$ cat src/rtl/xgmii_rx_monitor.sv
// Inline XGMII receive monitor: one-cycle passthrough plus /S/ /T/ /E/ parsing
// that produces a per-frame close pulse and saturating frame/byte/error/runt counters.
module xgmii_rx_monitor #(
  parameter int CNT_W   = 32,
  parameter int LEN_W   = 16,
  parameter int MIN_LEN = 64,
  parameter int MAX_LEN = 1518
) (
  input  logic             clk,
  input  logic             reset,
  input  logic [7:0]       in_xgmii_ctrl,
  input  logic [63:0]      in_xgmii_data,
  output logic [7:0]       out_xgmii_ctrl,
  output logic [63:0]      out_xgmii_data,
  output logic             frame_done,
  output logic [LEN_W-1:0] frame_len,
  output logic             frame_err,
  output logic [CNT_W-1:0] frame_count,
  output logic [CNT_W-1:0] byte_count,
  output logic [CNT_W-1:0] err_count,
  output logic [CNT_W-1:0] runt_count
);

  localparam logic [7:0]  CODE_S    = 8'hFB;
  localparam logic [7:0]  CODE_T    = 8'hFD;
  localparam logic [7:0]  CODE_E    = 8'hFE;
  localparam logic [63:0] IDLE_WORD = {8{8'h07}};

  typedef enum logic {IDLE, IN_FRAME} state_t;

  state_t           state;
  logic [LEN_W-1:0] acc;
  logic             err_flag;

  function automatic logic [LEN_W-1:0] len_add(input logic [LEN_W-1:0] a,
                                               input logic [3:0]       b);
    logic [LEN_W:0] s;
    s = {1'b0, a} + (LEN_W+1)'(b);
    return s[LEN_W] ? '1 : s[LEN_W-1:0];
  endfunction

  // Strip the 7 preamble/SFD bytes counted from the /S/ lane onward.
  function automatic logic [LEN_W-1:0] len_of(input logic [LEN_W-1:0] a);
    return (a >= LEN_W'(7)) ? a - LEN_W'(7) : '0;
  endfunction

  function automatic logic [CNT_W-1:0] cnt_add(input logic [CNT_W-1:0] a,
                                               input logic [CNT_W-1:0] b);
    logic [CNT_W:0] s;
    s = {1'b0, a} + {1'b0, b};
    return s[CNT_W] ? '1 : s[CNT_W-1:0];
  endfunction

  // Per-word lane decode.
  logic [7:0]       is_s, is_t, is_e, bad, before_t;
  logic             s_hit, t_hit, bad_hit, e_before;
  logic [2:0]       s_lane, t_lane, bad_lane;
  logic [LEN_W-1:0] t_len, abort_len;
  logic             t_err, restart_after_t, restart_after_abort;

  // NOTE: every always_comb output gets a default first so no path can infer a latch.
  always_comb begin
    is_s     = '0;
    is_t     = '0;
    is_e     = '0;
    s_lane   = '0;
    t_lane   = '0;
    bad_lane = '0;
    for (int i = 0; i < 8; i++) begin
      is_s[i] = in_xgmii_ctrl[i] && (in_xgmii_data[8*i +: 8] == CODE_S);
      is_t[i] = in_xgmii_ctrl[i] && (in_xgmii_data[8*i +: 8] == CODE_T);
      is_e[i] = in_xgmii_ctrl[i] && (in_xgmii_data[8*i +: 8] == CODE_E);
    end
    t_hit = |is_t;
    s_hit = |is_s;
    // Descending scan leaves the lowest matching lane.
    for (int i = 7; i >= 0; i--) begin
      if (is_t[i]) t_lane = 3'(i);
      if (is_s[i]) s_lane = 3'(i);
    end
    before_t = t_hit ? ((8'd1 << t_lane) - 8'd1) : 8'hFF;
    bad      = in_xgmii_ctrl & ~is_t & ~is_e & before_t;
    bad_hit  = |bad;
    for (int i = 7; i >= 0; i--) begin
      if (bad[i]) bad_lane = 3'(i);
    end
    e_before            = |(is_e & before_t);
    t_len               = len_of(len_add(acc, {1'b0, t_lane}));
    t_err               = err_flag | e_before;
    abort_len           = len_of(len_add(acc, {1'b0, bad_lane}));
    restart_after_t     = (t_lane < 3'd4) && is_s[4];
    restart_after_abort = is_s[bad_lane] && ((bad_lane == 3'd0) || (bad_lane == 3'd4));
  end

  // NOTE: sequential state uses non-blocking assignments only, so every register
  // samples the pre-edge values regardless of statement order.
  always_ff @(posedge clk) begin
    if (!reset) begin
      out_xgmii_ctrl <= 8'hFF;
      out_xgmii_data <= IDLE_WORD;
      frame_done     <= 1'b0;
      frame_len      <= '0;
      frame_err      <= 1'b0;
      frame_count    <= '0;
      byte_count     <= '0;
      err_count      <= '0;
      runt_count     <= '0;
      state          <= IDLE;
      acc            <= '0;
      err_flag       <= 1'b0;
    end else begin
      out_xgmii_ctrl <= in_xgmii_ctrl;
      out_xgmii_data <= in_xgmii_data;
      frame_done     <= 1'b0;
      case (state)
        IDLE: begin
          if (s_hit) begin
            if ((s_lane == 3'd0) || (s_lane == 3'd4)) begin
              state    <= IN_FRAME;
              acc      <= (s_lane == 3'd0) ? LEN_W'(7) : LEN_W'(3);
              err_flag <= 1'b0;
            end else begin
              err_count <= cnt_add(err_count, CNT_W'(1));
            end
          end
        end
        IN_FRAME: begin
          if (bad_hit) begin
            frame_done <= 1'b1;
            frame_err  <= 1'b1;
            frame_len  <= abort_len;
            err_count  <= cnt_add(err_count, CNT_W'(1));
            err_flag   <= 1'b0;
            if (restart_after_abort) acc <= (bad_lane == 3'd0) ? LEN_W'(7) : LEN_W'(3);
            else                     state <= IDLE;
          end else if (t_hit) begin
            frame_done <= 1'b1;
            frame_len  <= t_len;
            err_flag   <= 1'b0;
            if (t_err) begin
              frame_err <= 1'b1;
              err_count <= cnt_add(err_count, CNT_W'(1));
            end else if (t_len < LEN_W'(MIN_LEN)) begin
              frame_err  <= 1'b0;
              runt_count <= cnt_add(runt_count, CNT_W'(1));
            end else if (t_len > LEN_W'(MAX_LEN)) begin
              frame_err <= 1'b1;
              err_count <= cnt_add(err_count, CNT_W'(1));
            end else begin
              frame_err   <= 1'b0;
              frame_count <= cnt_add(frame_count, CNT_W'(1));
              byte_count  <= cnt_add(byte_count, CNT_W'(t_len));
            end
            if (restart_after_t) acc   <= LEN_W'(3);
            else                 state <= IDLE;
          end else begin
            acc      <= len_add(acc, 4'd8);
            err_flag <= err_flag | e_before;
          end
        end
        default: state <= IDLE;
      endcase
    end
  end

endmodule

$ cat config.mk
export PLATFORM = sky130hd
export DESIGN_NAME = xgmii_rx_monitor
export DESIGN_NICKNAME = d
export VERILOG_FILES = /design/src/rtl/xgmii_rx_monitor.sv
export SDC_FILE = /design/constraint.sdc
export NUM_CORES = 1
export LEC_CHECK = 0
export ABC_CLOCK_PERIOD_IN_PS = 9050
export CORE_UTILIZATION = 52
export DETAILED_ROUTE_END_ITERATION = 8
export GPL_ROUTABILITY_DRIVEN = 0
export PLACE_DENSITY = 0.82
export SETUP_SLACK_MARGIN = 0.1
export SYNTH_ARGS = -nofsm -noshare
export SYNTH_HDL_FRONTEND = slang
export SYNTH_SLANG_ARGS = --single-unit
$ cat constraint.sdc
create_clock -name clk -period 9.05 [get_ports clk]
set_clock_uncertainty 0.05 [all_clocks]
set_input_delay 0.905 -clock clk [delete_from_list [all_inputs] [get_ports clk]]
set_output_delay 0.905 -clock clk [all_outputs]
set_load 0.01 [all_outputs]
# Yosys cells after proc, flatten, opt, wreduce, memory -nomap -nowiden
# Cells that the tools add are included.
# word_totals
reg_bits	236
latch_bits	0
mem_bits_rw	0
rom_bits	0
out_inout_bits	218
mem_count	0
# op_classes
n_addsub	10
n_mul	0
div	0
n_lt_le_gt_ge	6
n_eq_ne	34
shifts	1
mux	74
bitwise_logic	12
n_reduce_logical	42
# op_table
cell	n
$mux 32	11
$mux 16	13
$eq 8x8->1 const B	24
$add 32x1->33 const B	3
$mux 3	26
$pmux 32 s2	1
$add 16x3->17	2
$add 32x16->33	1
$and 8x8->8	4
$ge 16x3->1 const B	2
$pmux 16 s2	1
$reduce_or 8->1	4
$sub 16x3->16 const B	2
$logic_and 1x1->1	26
$mux 1	18
$add 16x4->17 const B	1
$gt 16x11->1 const B	1
$lt 16x7->1 const B	1
$not 8->8	2
$reduce_and 5->1	2
$mux 8	1
$shl 1x3->8 const A	1
$sub 8x1->8 const B	1
$eq 3x3->1 const B	2
18 further kinds	29

# Longest topological paths before layout
# depth
depth_word	28
mapped_depth	34

# Worst setup path before layout
# No wires, ideal clock.
# synth_path
path_type	input -> register
from	input port in_xgmii_data[45]
to	register byte_count[26]
arrival_ps	7042
required_ps	8885
setup_slack_ps	1842
cell_stages	34
path_buffers	1
path_cell_list	nand4_1 nor3_1 a211oi_1 o21ai_0 nand3_1 fa_1 nand2b_1 nand2b_1 nand3_1 nand3_1 ha_1 and2_1 nor2_1 o21ai_0 nand4b_1 nor2_1 nor2_1 ha_1 inv_1 fa_1 nor2b_1 o21ai_0 a21oi_1 o21ai_0 a21oi_1 o21ai_0 a21oi_1 nor4_1 o31a_1 o21ai_1 and3_1 clkbuf_1 nand4_1 and3_1
# synth_via
elab_chain_len	16
word_cells_on_any_way	37
# synth_rtl
item	line	source
start: declaration	12	input logic [63:0] in_xgmii_data,
parallel branches: the longest is 16 deep, another holds $add 16x3->17	--	
end signal: assignment	152	byte_count <= cnt_add(byte_count, CNT_W'(t_len));
end: declaration	19	output logic [CNT_W-1:0] byte_count,
# Several ways; the timed one is not identified.
# A chain may end at the register's enable or synchronous reset.

# Worst setup path after layout
# layout_path
from	input port in_xgmii_data[24]
to	register byte_count[1]
# layout_via
elab_chain_len	14
word_cells_on_any_way	35
# layout_rtl
item
parallel branches: the longest is 14 deep, another holds $add 32x16->33
# Several ways; the timed one is not identified.

==> impl_metrics.toml <==
[cts]
root_buffer = "clkbuf_16"
cts_max_path_buffers = 3
htreeDepth = 1
cts.sinks = 235
numCtsBuffers = 26
clock_insertion_delay_worst_skew_ns = 0.54
cts_tree = "done"
cts.reportedPaths.clkPinSlew_ns = 0.06

[placed_design]
post_dp_cell_area_um2 = 16400
io_buffers = 291
dp_hpwl_mm = 32.4
dpl.cell_count = 2226
pre_cts_slack_ns = 0.440

[worst_setup_path]
slowest_stage = "clkdlybuf4s50_1"
end_kind = "register"
crit_top_cell = "o21ai_0"
start_kind = "primary input"
worstSetupPathType = "in2reg"
crit_required_ns = 9.43
worstPathMaxFanout = 16
critPathMaxStageDelay_ns = 0.57
r2r_slack_ns = 1.99
critPathArrivalTime_ns = 8.70

[sta]
fmax_ghz = 0.120
slew_violations = 0
maxSlewHeadroom = 0.239
worst_slew_pin_slew_ns = 1.13
finalSetupTns_ns = 0
rsz0062_at_grt = "false"
post-route-min-period_ns = 8.31
setup-violations-final = 0
hold_violations = 0
min_period_over_period = 0.919
fin_ws_ns = 0.736

[detailed_routing]
antenna_left = 0
routed_wl_mm = 44.4
via_per_inst = 6.24
drtIter0Drc = 1563
drc = 0
wl_per_cell_um = 19.5
num_vias = 14200
firstDrtPassIters = 9

[synth]
synth.top_cell.area_share = 0.353
synth_area_per_cell_um2 = 7.94
syn_nets = 1780
ys_seq_area_frac = 0.353
synthTopCellsByCount = "235 x dfxtp_1, 151 x a21oi_1, 129 x nand2_1"
ys_top_cells_by_area = "dfxtp_1 35%, a21oi_1 5.7%, o21ai_0 4.4%"
ys.flop_type = "dfxtp_1"
synth_edf_count = 0
synth_largest_area_cell = "dfxtp_1"
yosysMostFrequentCell = "dfxtp_1"
synth-seq-cells = 235
synth_area_um2 = 13300
yosysWarnings = 0
yosysUniqueCellTypes = 78
async_flop_share = 0
netlist_instances = 1676

[final_layout]
area_growth_pct = 30.0
fin_util = 0.689
multiInputGateArea_um2 = 8100
seqCellArea_um2 = 4700
drive_gt1_frac = 0.0515
fin_cells = 2273
nets = 2028
n_fill_cell = 2050
fin_area_um2 = 17300

[power]
power_density_nw_per_um2 = 134
leakagePower_nw = 6.57
vdd_drop_max_uv = 126

[global_route]
antenna_found_initial = 1
grt_pass1_vias = 12800
grt_usage = 0.325
grt_pass1_wl_mm = 69.1
overflow = 0
grt_max_degree = 96

[die]
start_util = 0.530
die_area_um2 = 26200
core_area_um2 = 25100
io_pins = 292
fp.dieH_um = 162
row_count = 58
dieWidth_um = 162

[worst_hold_path]
hp-class = "reg2reg"

[run]
drv_cap = 0

[outcome]
status = "complete, no violations"
==> cell families after synthesis <==
kind of cell | after synthesis | share of synthesized area
AND/OR/NAND/NOR | 708 | 0.290
XOR/XNOR | 94 | 0.0618
multiplexers | 15 | 0.0113
flip-flops | 235 | 0.353
adder cells (fa/ha/maj) | 30 | 0.0293
AO/OA/AOI/OAI | 462 | 0.215
buffers and inverters | 132 | 0.0388
==> what timing repair did <==
item | CTS | global route
setup endpoints to repair | 0 | 1
resized for setup | 0 | 1
hold buffers | 0 | 0
setup buffers | 0 | 0
==> final cells by class <==
class	instances	area share
clock inverter	15	0.00991
sequential	235	0.272
inverter	44	0.00954
multi-input combinational	1309	0.468
antenna	1	0.000145
tap	330	0.0239
timing repair buffer	308	0.176
clock buffer	31	0.0410
==> final timing paths <==
kind / depth (start not counted) / from / end
setup / recovery: 35 / in_xgmii_data[24] / byte_count[1]
hold / removal: 2 / runt_count[28] / runt_count[28]
setup reg to reg: 26 / acc[3] / byte_count[1]
hold reg to reg: 2 / runt_count[28] / runt_count[28]
==> metal layers <==
metal,track usage,share of wire,up-vias
met3,0.0523,0.088,95
met4,0.101,0.027,0
met1,0.420,0.41,6670
met5,0,0,-
li1,-,-,6649
met2,0.554,0.47,779
==> power by group <==
| part | internal, mW | switching [mW] | total, mW | leakage [nW] |
|---|---|---|---|---|
| clock | 0.646 | 0.455 | 1.10 | 0.440 |
| combinational | 0.0792 | 0.0763 | 0.156 | 4.22 |
| sequential | 1.05 | 0.00525 | 1.06 | 1.91 |
| total | 1.78 | 0.537 | 2.31 | 6.57 |
==> flip-flops by register name, summed over array words and instances, names as in the netlist <==
| name | count |
|---|---|
| err_count | 32 |
| frame_err | 1 |
| out_xgmii_ctrl | 8 |
| frame_count | 32 |
| byte_count | 32 |
| frame_len | 16 |
| runt_count | 32 |
| state | 1 |
| acc | 15 |
| out_xgmii_data | 64 |
| err_flag | 1 |
| frame_done | 1 |
==> metrics by stage <==
step	power, mW	hold WS, ns
6_report	2.31	0.409
5_1_grt	2.38	0.420
4_1_cts	2.32	0.407
3_5_place_dp	1.23	0.397
3_3_place_gp	1.23	0.395
2_1_floorplan	1.14	0.414
==> critical path, delay by kind of cell <==
| kind | cells | cell delay [ns] |
|---|---|---|
| buffers and inverters | 3 | 0.84 |
| AND/OR/NAND/NOR | 15 | 2.95 |
| adder cells (fa/ha/maj) | 4 | 1.26 |
| AO/OA/AOI/OAI | 13 | 2.72 |
==> cells in the final DEF, fill, tap and decap left out, drive strengths merged, types with 34 or more instances in the layout <==
master and instances:
nand4 44, inv 46, o21ai 123, nor2 103, nand3 68, nand2 129, dfxtp 235, xor2 34
nand2b 47, and2 63, nor3 62, clkdlybuf4s50 290, a21oi 152, and3 66, xnor2 60, a31oi 34
(Power assumes the default switching activity.)
